<file path="src/rtl/load_store_unit_if.sv">
// Core/memory-side signal bundle for the load/store unit.
// The slave view belongs to the unit; the master view is the core plus data memory.
interface load_store_unit_if;
  logic        req_valid;
  logic        req_ready;
  logic        req_we;
  logic [2:0]  req_funct3;
  logic [31:0] req_addr;
  logic [31:0] req_wdata;
  logic        rsp_valid;
  logic [31:0] rsp_rdata;
  logic        rsp_err;
  logic        mem_read;
  logic        mem_write;
  logic [31:0] mem_addr;
  logic [31:0] mem_wdata;
  logic [31:0] mem_rdata;

  modport slave (
    input  req_valid, req_we, req_funct3, req_addr, req_wdata, mem_rdata,
    output req_ready, rsp_valid, rsp_rdata, rsp_err,
    output mem_read, mem_write, mem_addr, mem_wdata
  );

  modport master (
    output req_valid, req_we, req_funct3, req_addr, req_wdata, mem_rdata,
    input  req_ready, rsp_valid, rsp_rdata, rsp_err,
    input  mem_read, mem_write, mem_addr, mem_wdata
  );
endinterface

</file>
<file path="src/rtl/load_store_unit.sv">
// Single-outstanding RV32 load/store initiator for a word-addressed data memory,
// with sub-word loads (sign/zero extend), read-modify-write sub-word stores and error checks.
module load_store_unit #(
  parameter int MEM_DEPTH = 64
) (
  input  logic             clk,
  input  logic             rst,
  load_store_unit_if.slave bus
);
  typedef enum logic [2:0] {IDLE, LOAD, RMW_RD, WRITE, RESP} state_t;

  localparam logic [31:0] ADDR_LIMIT = 32'(4 * MEM_DEPTH);

  state_t      r_state;
  state_t      w_next;
  logic        r_err;
  logic [2:0]  r_f3;
  logic [31:0] r_addr;
  logic [31:0] r_wdata;
  logic [31:0] r_rdata;
  logic [31:0] r_wword;
  logic        w_accept;
  logic        w_err;
  logic        w_rd;
  logic        w_wr;
  logic        w_rsp;

  function automatic logic req_error(input logic we, input logic [2:0] f3,
                                     input logic [31:0] a);
    logic bad;
    case (f3)
      3'd0:    bad = 1'b0;
      3'd1:    bad = a[0];
      3'd2:    bad = (a[1:0] != 2'b00);
      3'd4:    bad = we;
      3'd5:    bad = we | a[0];
      default: bad = 1'b1;
    endcase
    if (a >= ADDR_LIMIT) bad = 1'b1;
    return bad;
  endfunction

  function automatic logic [31:0] load_extend(input logic [2:0] f3, input logic [1:0] lo,
                                              input logic [31:0] word);
    logic signed [7:0]  b;
    logic signed [15:0] h;
    logic [31:0]        res;
    b = word[{lo, 3'b000} +: 8];
    h = word[{lo[1], 4'b0000} +: 16];
    case (f3)
      3'd0:    res = 32'(b);
      3'd1:    res = 32'(h);
      3'd4:    res = {24'h0, b};
      3'd5:    res = {16'h0, h};
      default: res = word;
    endcase
    return res;
  endfunction

  function automatic logic [31:0] store_merge(input logic [2:0] f3, input logic [1:0] lo,
                                              input logic [31:0] word, input logic [31:0] wdata);
    logic [31:0] res;
    res = word;
    if (f3[1:0] == 2'd0) res[{lo, 3'b000} +: 8] = wdata[7:0];
    else                 res[{lo[1], 4'b0000} +: 16] = wdata[15:0];
    return res;
  endfunction

  assign w_accept = (r_state == IDLE) && bus.req_valid;
  assign w_err    = req_error(bus.req_we, bus.req_funct3, bus.req_addr);

  always_ff @(posedge clk) begin
    if (rst) r_state <= IDLE;
    else     r_state <= w_next;
  end

  always_comb begin
    w_next = r_state;
    case (r_state)
      IDLE: begin
        if (bus.req_valid) begin
          if (w_err)                     w_next = RESP;
          else if (!bus.req_we)          w_next = LOAD;
          else if (bus.req_funct3 == 3'd2) w_next = WRITE;
          else                           w_next = RMW_RD;
        end
      end
      LOAD:    w_next = RESP;
      RMW_RD:  w_next = WRITE;
      WRITE:   w_next = RESP;
      RESP:    w_next = IDLE;
      default: w_next = IDLE;
    endcase
  end

  // Accept stage: latch the request; later stages fill in load data or the merged store word
  always_ff @(posedge clk) begin
    if (w_accept) begin
      r_err   <= w_err;
      r_f3    <= bus.req_funct3;
      r_addr  <= bus.req_addr;
      r_wdata <= bus.req_wdata;
      r_rdata <= '0;
      r_wword <= bus.req_wdata;
    end
    if (r_state == LOAD)   r_rdata <= load_extend(r_f3, r_addr[1:0], bus.mem_rdata);
    if (r_state == RMW_RD) r_wword <= store_merge(r_f3, r_addr[1:0], bus.mem_rdata, r_wdata);
  end

  // Outputs are forced to reset values during the reset cycle so an aborted write never lands
  assign w_rd  = !rst && ((r_state == LOAD) || (r_state == RMW_RD));
  assign w_wr  = !rst && (r_state == WRITE);
  assign w_rsp = !rst && (r_state == RESP);

  assign bus.req_ready = rst || (r_state == IDLE);
  assign bus.rsp_valid = w_rsp;
  assign bus.rsp_rdata = w_rsp ? r_rdata : '0;
  assign bus.rsp_err   = w_rsp & r_err;
  assign bus.mem_read  = w_rd;
  assign bus.mem_write = w_wr;
  assign bus.mem_addr  = (w_rd || w_wr) ? {2'b00, r_addr[31:2]} : '0;
  assign bus.mem_wdata = w_wr ? r_wword : '0;
endmodule

</file>
<file path="src/flat_wrapper.sv">
// flat-port wrapper written by rule: the top's interface ports become plain ports
module load_store_unit_flat 
#(
  parameter int MEM_DEPTH = 64
)
  (clk, rst, bus_req_valid, bus_req_we, bus_req_funct3, bus_req_addr, bus_req_wdata, bus_mem_rdata, bus_req_ready, bus_rsp_valid, bus_rsp_rdata, bus_rsp_err, bus_mem_read, bus_mem_write, bus_mem_addr, bus_mem_wdata);
  load_store_unit_if bus_i ();
  input  logic clk;
  input  logic rst;
  input wire logic [$bits(bus_i.req_valid)-1:0] bus_req_valid;
  input wire logic [$bits(bus_i.req_we)-1:0] bus_req_we;
  input wire logic [$bits(bus_i.req_funct3)-1:0] bus_req_funct3;
  input wire logic [$bits(bus_i.req_addr)-1:0] bus_req_addr;
  input wire logic [$bits(bus_i.req_wdata)-1:0] bus_req_wdata;
  input wire logic [$bits(bus_i.mem_rdata)-1:0] bus_mem_rdata;
  output wire logic [$bits(bus_i.req_ready)-1:0] bus_req_ready;
  output wire logic [$bits(bus_i.rsp_valid)-1:0] bus_rsp_valid;
  output wire logic [$bits(bus_i.rsp_rdata)-1:0] bus_rsp_rdata;
  output wire logic [$bits(bus_i.rsp_err)-1:0] bus_rsp_err;
  output wire logic [$bits(bus_i.mem_read)-1:0] bus_mem_read;
  output wire logic [$bits(bus_i.mem_write)-1:0] bus_mem_write;
  output wire logic [$bits(bus_i.mem_addr)-1:0] bus_mem_addr;
  output wire logic [$bits(bus_i.mem_wdata)-1:0] bus_mem_wdata;
  assign bus_i.req_valid = bus_req_valid;
  assign bus_i.req_we = bus_req_we;
  assign bus_i.req_funct3 = bus_req_funct3;
  assign bus_i.req_addr = bus_req_addr;
  assign bus_i.req_wdata = bus_req_wdata;
  assign bus_i.mem_rdata = bus_mem_rdata;
  assign bus_req_ready = bus_i.req_ready;
  assign bus_rsp_valid = bus_i.rsp_valid;
  assign bus_rsp_rdata = bus_i.rsp_rdata;
  assign bus_rsp_err = bus_i.rsp_err;
  assign bus_mem_read = bus_i.mem_read;
  assign bus_mem_write = bus_i.mem_write;
  assign bus_mem_addr = bus_i.mem_addr;
  assign bus_mem_wdata = bus_i.mem_wdata;
  load_store_unit #(.MEM_DEPTH(MEM_DEPTH)) u_core (.clk(clk), .rst(rst), .bus(bus_i));
endmodule
</file>
<file path="config.mk">
export PLATFORM = sky130hd
export DESIGN_NAME = load_store_unit_flat
export DESIGN_NICKNAME = d
export VERILOG_FILES = /design/src/rtl/load_store_unit_if.sv /design/src/rtl/load_store_unit.sv /design/src/flat_wrapper.sv
export SDC_FILE = /design/constraint.sdc
export NUM_CORES = 1
export LEC_CHECK = 0
export BUFFER_PORTS_ARGS = -buffer_cell sky130_fd_sc_hd__buf_2
export CORE_MARGIN = 3
export CORE_UTILIZATION = 51
export CTS_CLUSTER_SIZE = 28
export DETAILED_ROUTE_END_ITERATION = 8
export PLACE_DENSITY = 0.82
export SETUP_SLACK_MARGIN = 0.3
export SYNTH_ARGS = -nofsm -noshare
export SYNTH_HDL_FRONTEND = slang
export SYNTH_SLANG_ARGS = --single-unit
</file>
<file path="constraint.sdc">
create_clock -name clk -period 3.05 [get_ports clk]
set_input_delay 0.305 -clock clk [delete_from_list [all_inputs] [get_ports clk]]
set_output_delay 0.305 -clock clk [all_outputs]
set_load 0.05 [all_outputs]
</file>
==> flow_metrics.env <==
export IMPL_status="finished, final reports clean"
export IMPL_ys_types=51
export IMPL_fin_setup_tns_ps=0
export IMPL_startpoint_type="flip-flop"
export IMPL_antenna_found_initial=0
export IMPL_synth_edf_count=116
export IMPL_fp_dieW_um=117
export IMPL_dp_hpwl_mm=12.9
export IMPL_viasPerCell=5.85
export IMPL_cp_end_kind="flip-flop"
export IMPL_layout_drive_gt1_share_pct=34.3
export IMPL_yosysMostFrequentCell="edfxtp_1"
export IMPL_synth_commonest_cells="edfxtp_1, and2_1, nand2_1"
export IMPL_antenna_cells=0
export IMPL_period_minus_slack_ps=2400
export IMPL_tightest_slew_ps=707
export IMPL_worstPathRequired_ps=3280
export IMPL_synth_top_area_share_pct=55.7
export IMPL_drc=0
export IMPL_die_y_um=117
export IMPL_report_final_slew_viol_count=0
export IMPL_synth_main_ff_cell="edfxtp_1"
export IMPL_ctsHoldBuffers=0
export IMPL_grt_pass1_wl_mm=27.0
export IMPL_grt_pass1_vias=5218
export IMPL_hold_viol_final=0
export IMPL_grt_start_max_net_pins=67
export IMPL_hold_class="in2reg"
export IMPL_totalPowerFinal_mw=4.18
export IMPL_totalWireLength_mm=17.9
export IMPL_power_density_mw_per_mm2=530
export IMPL_dr_pass1_iters=5
export IMPL_dieArea_mm2=0.0136
export IMPL_grt_ovfl_total=0
export IMPL_yosys_area_top_type="edfxtp_1"
export IMPL_drt_initial_drc_count=454
export IMPL_synth_seq_cells=119
export IMPL_post_cts_setup_buffers=0
export IMPL_fill_cells=893
export IMPL_cts_root_buf="clkbuf_16"
export IMPL_cts_resized=0
export IMPL_ys_warn_count=0
export IMPL_fmax_mhz=417
export IMPL_grt_usage_pct=26.7
export IMPL_pin_count=204
export IMPL_cts_tree="built"
export IMPL_gp_congestion=0.864
export IMPL_p_leak_nw=3.44
export IMPL_async_flop_share_pct=0
export IMPL_cap_violations=0
export IMPL_final_nets=864
export IMPL_setup_violations=0
export IMPL_peakVddDrop_v=0.000415
export IMPL_critPathKind="reg2reg"
export IMPL_initial_utilization_pct=53.4
export IMPL_ys_top_cells_by_area="edfxtp_1, and2_1, nand2_1, a221oi_1, a21oi_1"
export IMPL_htree_levels=4
export IMPL_min_period_over_period_pct=78.5
export IMPL_clock_latency_ps=410
export IMPL_detail_route_wl_per_cell_um=19.6
export IMPL_port_buffers=201
export IMPL_clk_path_buf_depth=2
export IMPL_fp_row_count=39
export IMPL_ant_nets=0
export IMPL_core_area_mm2=0.0117
export IMPL_netlist_instances=565
export IMPL_vias=5332
export IMPL_cts_made_buffers=17
export IMPL_rsz0062_at_grt="false"
export IMPL_clkTransAtPathRegs_ps=60
export IMPL_slew_headroom_pct=52.7
export IMPL_cp_max_fo=53
export IMPL_cts_sinks=119
export IMPL_seq_area_frac_synth_pct=56.6
export IMPL_cp_arrival_ps=2630
export IMPL_syn_area_mm2=0.00626
export IMPL_area_growth_pct=26.1
export IMPL_synth_avg_cell_area_um2=11.1
export IMPL_skew_ps=8.80
==> final cells by class <==
cell class / instances / area [um2] / area share [%]
multi-input cells: 391 / 2470 / 31.3
clock inverters: 14 / 111 / 1.41
well taps: 143 / 179 / 2.27
flip-flops and latches: 119 / 3540 / 44.9
clock buffers: 18 / 429 / 5.44
repair buffers: 212 / 1100 / 13.9
inverters: 15 / 56.3 / 0.713
==> cells in the final DEF (no fill, tap or decap), types with 3 or more instances in the layout <==
master      netlist  routed
clkinv_2          0       4
nor3_1            9       9
clkbuf_16         0      17
a21oi_1          32      32
dfxtp_1           3       3
or3_1             8       8
nor2_1            9       9
edfxtp_1        116     116
a221oi_1         23      23
inv_1            13      12
nand3_1           7       7
a21o_1            7       7
o21ai_0          16      16
nand2b_1          8       8
or2_2             9       9
clkinv_1          1       3
buf_4             6      10
and2_1           96      96
clkinvlp_4        0       6
a22oi_1          17      17
ha_1              5       5
a211oi_1         16      16
o31ai_1          17      17
buf_2            12     201
nor4_1            6       6
nor2b_1          18      18
nand2_1          58      57
==> path summary, 6_finish.rpt <==
path                             startpoint                        endpoint  slack [ps]  depth (start not counted)
max              u_core.r_addr[1]$_DFFE_PP_    u_core.r_wword[31]$_DFFE_PP_         650                          6
min                         bus_req_addr[3]      u_core.r_addr[3]$_DFFE_PP_          60                          1
max reg2reg      u_core.r_addr[1]$_DFFE_PP_    u_core.r_wword[31]$_DFFE_PP_         650                          6
min reg2reg  u_core.r_state[0]$_SDFFE_PP0P_  u_core.r_state[2]$_SDFFE_PP0P_         600                          2
==> cell families after synthesis <==
logic type                 share of synthesized area [%]
adders and majority gates                           1.00
other                                             0.0599
DFF                                                 56.6
xor gates and xnor gates                           0.140
muxes                                              0.700
and+or+nand+nor                                     21.2
buffers and inverters                               4.08
AOI/OAI and AO/OA                                   16.3
==> worst max-delay path, stage by stage, from the launching register on <==
cell and delay [ps]:
edfxtp_1 350, buf_4 450, ha_1 250, clkinv_1 270, nor4_4 480, a221oi_1 170, o31ai_1 240
==> flip-flops by register name, summed over array words and instances (netlist names) <==
name / flops
u_core.r_addr: 32
u_core.r_rdata: 32
u_core.r_wword: 32
u_core.r_wdata: 16
u_core.r_f3: 3
u_core.r_state: 3
u_core.r_err: 1
==> report_power, final <==
| group | switching [mW] | total (mW) | internal, mW |
|---|---|---|---|
| clock | 0.705 | 1.81 | 1.10 |
| combinational | 0.285 | 0.435 | 0.149 |
| sequential | 0.0416 | 1.94 | 1.90 |
==> metrics by stage <==
| step | instances | hold WS (ps) | util, % | worst slack [ps] | area, um2 |
|---|---|---|---|---|---|
| after CTS | 912 | 48.0 | 67.4 | 615 | 7900 |
| after global placement | 880 | 482 | 62.8 | 885 | 7350 |
| after floorplan | 566 | 404 | - | 809 | 6260 |
| after global routing | 912 | 50.8 | 67.4 | 424 | 7900 |
| final | 912 | 64.9 | 67.4 | 654 | 7900 |
| after detailed placement | 880 | 483 | 62.8 | 729 | 7350 |
==> per-layer routing <==
layer | share of wire [%] | GRT usage (%)
met4 | 3.4 | 12.7
met2 | 48 | 43.8
met3 | 10 | 7.35
met5 | 0 | 0
met1 | 39 | 32.8
No activity file was read; power rests on OpenSTA's default activity.
